### src/rtl/mul_pkg.sv
// Shared encodings and types for the multiply issue controller and its multiplier.
package mul_pkg;

    localparam int unsigned XLEN  = 32;
    localparam int unsigned TAG_W = 5;
    localparam int unsigned OP_W  = 3;

    localparam logic [OP_W-1:0] MUL_W   = 3'b001;
    localparam logic [OP_W-1:0] MULH_W  = 3'b010;
    localparam logic [OP_W-1:0] MULH_WU = 3'b100;
    localparam logic [OP_W-1:0] OP_NONE = 3'b000;

    typedef enum logic [1:0] {
        IDLE = 2'd0,
        CALC = 2'd1,
        HOLD = 2'd2
    } state_t;

endpackage

### src/rtl/mul_issue_ctrl_mult.sv
// Two-stage 32x32 multiplier: product registered at launch, half selected on the next cycle.
module mul_issue_ctrl_mult
    import mul_pkg::*;
(
    input  logic            clk,
    input  logic            resetn,
    input  logic [2:0]      op,
    input  logic [31:0]     src1,
    input  logic [31:0]     src2,
    output logic [31:0]     mul_res
);

    localparam int unsigned PROD_W = 2 * XLEN;

    logic [PROD_W-1:0] a_ext;
    logic [PROD_W-1:0] b_ext;
    logic [PROD_W-1:0] prod;
    logic [PROD_W-1:0] prod_q;
    logic [OP_W-1:0]   op_q;

    // Sign-extending to 64 bits makes the truncated product exact for signed operands.
    always_comb begin
        a_ext = (op == MULH_W) ? {{XLEN{src1[XLEN-1]}}, src1} : {{XLEN{1'b0}}, src1};
        b_ext = (op == MULH_W) ? {{XLEN{src2[XLEN-1]}}, src2} : {{XLEN{1'b0}}, src2};
        prod  = a_ext * b_ext;
    end

    always_ff @(posedge clk or negedge resetn) begin
        if (!resetn) begin
            prod_q <= '0;
            op_q   <= OP_NONE;
        end else begin
            prod_q <= prod;
            op_q   <= op;
        end
    end

    always_comb begin
        mul_res = '0;
        case (op_q)
            MUL_W:           mul_res = prod_q[XLEN-1:0];
            MULH_W, MULH_WU: mul_res = prod_q[PROD_W-1:XLEN];
            default:         mul_res = '0;
        endcase
    end

endmodule

### src/rtl/mul_issue_ctrl.sv
// Multiply issue controller: accepts EX-stage requests, tracks the in-flight op,
// holds a stalled result until MEM accepts it, and counts completed handshakes.
module mul_issue_ctrl
    import mul_pkg::*;
#(
    parameter int unsigned CNT_W = 32
) (
    input  logic             clk,
    input  logic             resetn,
    input  logic             in_valid,
    output logic             in_ready,
    input  logic [2:0]       in_op,
    input  logic [31:0]      in_src1,
    input  logic [31:0]      in_src2,
    input  logic [4:0]       in_dest,
    input  logic             flush,
    output logic             out_valid,
    input  logic             out_ready,
    output logic [31:0]      out_result,
    output logic [4:0]       out_dest,
    output logic             busy,
    output logic [4:0]       busy_dest,
    output logic [CNT_W-1:0] done_cnt
);

    state_t           state;
    state_t           state_nxt;
    logic [TAG_W-1:0] dest_q;
    logic [XLEN-1:0]  hold_q;
    logic [XLEN-1:0]  mul_res;
    logic [OP_W-1:0]  mul_op;
    logic             accept;
    logic             hold_load;
    logic             handshake;
    logic             op_onehot;

    mul_issue_ctrl_mult u_mult (
        .clk     (clk),
        .resetn  (resetn),
        .op      (mul_op),
        .src1    (in_src1),
        .src2    (in_src2),
        .mul_res (mul_res)
    );

    assign op_onehot = (in_op == MUL_W) || (in_op == MULH_W) || (in_op == MULH_WU);

    always_ff @(posedge clk or negedge resetn) begin
        if (!resetn) begin
            state <= IDLE;
        end else begin
            state <= state_nxt;
        end
    end

    // Next state, handshake outputs and multiplier launch.
    always_comb begin
        state_nxt  = state;
        in_ready   = 1'b0;
        out_valid  = 1'b0;
        out_result = '0;
        out_dest   = '0;
        hold_load  = 1'b0;
        accept     = 1'b0;
        mul_op     = OP_NONE;

        case (state)
            IDLE: begin
                in_ready = 1'b1;
            end
            CALC: begin
                out_valid  = 1'b1;
                out_result = mul_res;
                out_dest   = dest_q;
                in_ready   = out_ready;
                if (out_ready) begin
                    state_nxt = IDLE;
                end else begin
                    state_nxt = HOLD;
                    hold_load = 1'b1;
                end
            end
            HOLD: begin
                out_valid  = 1'b1;
                out_result = hold_q;
                out_dest   = dest_q;
                in_ready   = out_ready;
                if (out_ready) begin
                    state_nxt = IDLE;
                end
            end
            default: begin
                state_nxt = IDLE;
            end
        endcase

        // Flush kills everything; reset only needs to block acceptance here.
        if (flush || !resetn) begin
            in_ready  = 1'b0;
            out_valid = 1'b0;
            hold_load = 1'b0;
            state_nxt = IDLE;
        end

        accept = in_valid && in_ready;
        if (accept) begin
            state_nxt = CALC;
            mul_op    = op_onehot ? in_op : OP_NONE;
        end
    end

    assign handshake = out_valid && out_ready;
    assign busy      = (state != IDLE);
    assign busy_dest = busy ? dest_q : '0;

    always_ff @(posedge clk or negedge resetn) begin
        if (!resetn) begin
            dest_q   <= '0;
            hold_q   <= '0;
            done_cnt <= '0;
        end else begin
            if (accept) begin
                dest_q <= in_dest;
            end
            if (hold_load) begin
                hold_q <= mul_res;
            end
            if (handshake) begin
                done_cnt <= done_cnt + CNT_W'(1);
            end
        end
    end

endmodule

### config.mk
export PLATFORM = sky130hd
export DESIGN_NAME = mul_issue_ctrl
export DESIGN_NICKNAME = d
export VERILOG_FILES = /design/src/rtl/mul_pkg.sv /design/src/rtl/mul_issue_ctrl_mult.sv /design/src/rtl/mul_issue_ctrl.sv
export SDC_FILE = /design/constraint.sdc
export NUM_CORES = 2
export LEC_CHECK = 0
export CAP_MARGIN = 20
export CORE_ASPECT_RATIO = 1.2
export CORE_MARGIN = 1.5
export CORE_UTILIZATION = 45
export CTS_BUF_LIST = sky130_fd_sc_hd__clkbuf_8
export DETAILED_ROUTE_END_ITERATION = 8
export GPL_TIMING_DRIVEN = 1
export PLACE_DENSITY = 0.62
export SLEW_MARGIN = 40
export SYNTH_ARGS = -nofsm -noshare
export SYNTH_HDL_FRONTEND = slang
export SYNTH_SLANG_ARGS = --single-unit
### constraint.sdc
create_clock -name clk -period 13 [get_ports clk]
set_input_delay 1.95 -clock clk [delete_from_list [all_inputs] [get_ports clk]]
set_output_delay 1.95 -clock clk [all_outputs]
set_load 0.03 [all_outputs]
==> results.ini <==
[sta]
finClkSkew_ns=0.0188
grt_setup_unrepaired=no
setup_tns_ns=0
max_slew_margin_pct=37.8
report.final.hold_viol_count=0
min_period_ns=12.26
fin_crit_sh_pct=94.3
worst_pin_slew_ns=0.930
setup_viol=0
slew_violations=0
fmax_mhz=81.6

[die]
io_pins=154
start_util_pct=45.4
die_w_um=316
die_h_um=378
floorplan.rows=137
die-area_mm2=0.120
coreArea_mm2=0.116

[worst_setup_path]
max_stage_delay_ns=0.82
path_max_fanout=10
critPathLaunchType=input port
crit_type=in -> reg
cp_common_cell=fa_1
rr_startpoint=state[0]
arrival_ns=12.59
required_ns=13.33
cp-end-kind=register
crit_start=flush
crit_path_top_delay_cell=fa_1

[routing]
drt-initial-drc-count=1821
vias=36600
firstDrtPassIters=7
antenna_left=0
viasPerCell=5.14
wl_per_cell_um=20.9
wl_um=148000
drc_errors=30

[yosys]
postSynth.asyncResetShare_pct=100
syn_avg_cell_area_um2=9.54
synth-seq-cells=138
synth.distinct_cells=67
synth_cells=5538
synth_nets=7351
yosysWarnings=0
synth_edf_count=0
syn_area_mm2=0.0528
seq_area_frac_synth_pct=6.53
synth-main-ff-cell=dfrtp_1

[layout]
area_growth_pct=6.90
multi_input_area_mm2=0.0426
most-common-layout-cells=inv_1 (1,563), fa_1 (1,420), nand2_1 (784)
drive_above_1_share_pct=4.00
ff_latch_area_mm2=0.00345
final_nets=7378
final_common_cell=inv_1
fillers=11100

[place]
port_buffers=153
dp_hpwl_um=130000
place_congestion=0.962

[clocking]
clk_path_buf_depth=2
post-cts-setup-buffers=0
clkSlewWorstSetupHoldPaths_ns=0.09
cts_sinks=138
cts_max_level=4
cts_tree=yes
cts_hold_buf=0
cts-root-buf=clkbuf_8
clock_latency_ns=0.45
cts_resized=0
numCtsBuffers=17

[grt]
grt_pass1_vias=41500
grt_antenna_before_repair=4
grt_pass1_wl_um=237000
grt_max_degree=72
grt.overflow.total=0
track_usage_pct=26.3

[worst_hold_path]
worstHoldPathType=reg -> reg
holdCritStartpoint=done_cnt[31]

[outcome]
violations=DRC
status=finished, violations left

[job]
drv_cap=0

metal layers:
metal / share of wire [%] / wire length, um / vias up / track usage [%]
met4: 6.4 / 9440 / 4 / 13.7
met3: 4.0 / 5880 / 374 / 2.16
met5: 0.020 / 29 / - / 0
met1: 36 / 53300 / 19400 / 29.5
li1: - / - / 15800 / -
met2: 54 / 79800 / 945 / 49.2
kinds of logic (layout without fill, tap and decap cells):
family / Yosys count / count (layout) / share of synthesized area, %
buffers and inverters: 1817 / 1857 / 12.9
adders and majority gates: 1737 / 1737 / 61.3
and+or+nand+nor: 1366 / 1366 / 12.2
AOI/OAI and AO/OA: 292 / 292 / 3.80
xor gates and xnor gates: 150 / 150 / 2.49
DFF: 138 / 138 / 6.53
muxes: 38 / 38 / 0.807
other: 0 / 2 / 0
critical path: cells and delay by family:
kind	cells	cell delay [ns]
buffers and inverters	8	1.51
AOI/OAI and AO/OA	5	1.11
and+or+nand+nor	8	2.21
adders and majority gates	11	5.75
state kept, by name, indices dropped and copies added (netlist names):
register,count
hold_q,32
dest_q,5
u_mult.prod_q,64
done_cnt,32
u_mult.op_q,3
state,2
path summary, 6_finish.rpt:
path / end / slack [ns] / depth (start not counted)
max in group asynchronous: hold_q[25] / 10.07 / 3
min in group asynchronous: dest_q[2] / 1.34 / 1
setup reg to reg: u_mult.prod_q[62] / 2.01 / 33
hold / removal: done_cnt[31] / 0.48 / 1
hold reg to reg: done_cnt[31] / 0.48 / 1
setup / recovery: u_mult.prod_q[62] / 0.74 / 32
cells in the mapped netlist, drive strengths merged, types with 17 or more instances:
library cell / number / area (um2)
and2: 354 / 2210
a21o: 42 / 315
clkbuf: 244 / 916
a21oi: 80 / 408
xnor2: 114 / 998
a22o: 32 / 280
nand3: 30 / 150
xor2: 36 / 315
ha: 316 / 3950
and3: 35 / 219
nor2: 58 / 218
o21ai: 33 / 173
fa: 1420 / 28400
dfrtp: 138 / 3450
inv: 1563 / 5870
o21bai: 17 / 128
mux2: 37 / 417
nor2b: 42 / 263
nand2: 786 / 2960
a22oi: 32 / 240
final cells by class:
class / instances / area share, %
Clock buffer: 19 / 0.463
Multi-Input combinational cell: 3583 / 75.4
Inverter: 1563 / 10.4
Clock inverter: 13 / 0.261
Antenna cell: 2 / 0.00886
Sequential cell: 138 / 6.11
Timing Repair Buffer: 262 / 4.00
Tap cell: 1529 / 3.39
per-stage QoR:
step	hold WS (ns)	setup slack, ns	utilization (%)	instance area, um2	std cells
4_1_cts	0.487	0.641	48.5	56500	7107
6_report	0.482	0.742	48.5	56500	7109
5_1_grt	0.510	0.117	48.5	56500	7107
3_5_place_dp	0.479	0.180	48.2	56100	7075
3_3_place_gp	0.462	0.382	48.2	56100	7075
2_1_floorplan	0.482	1.56	-	52800	5538
Power is not shown: default switching activity piles up to over one toggle a cycle in this logic, so the estimate is an artifact.
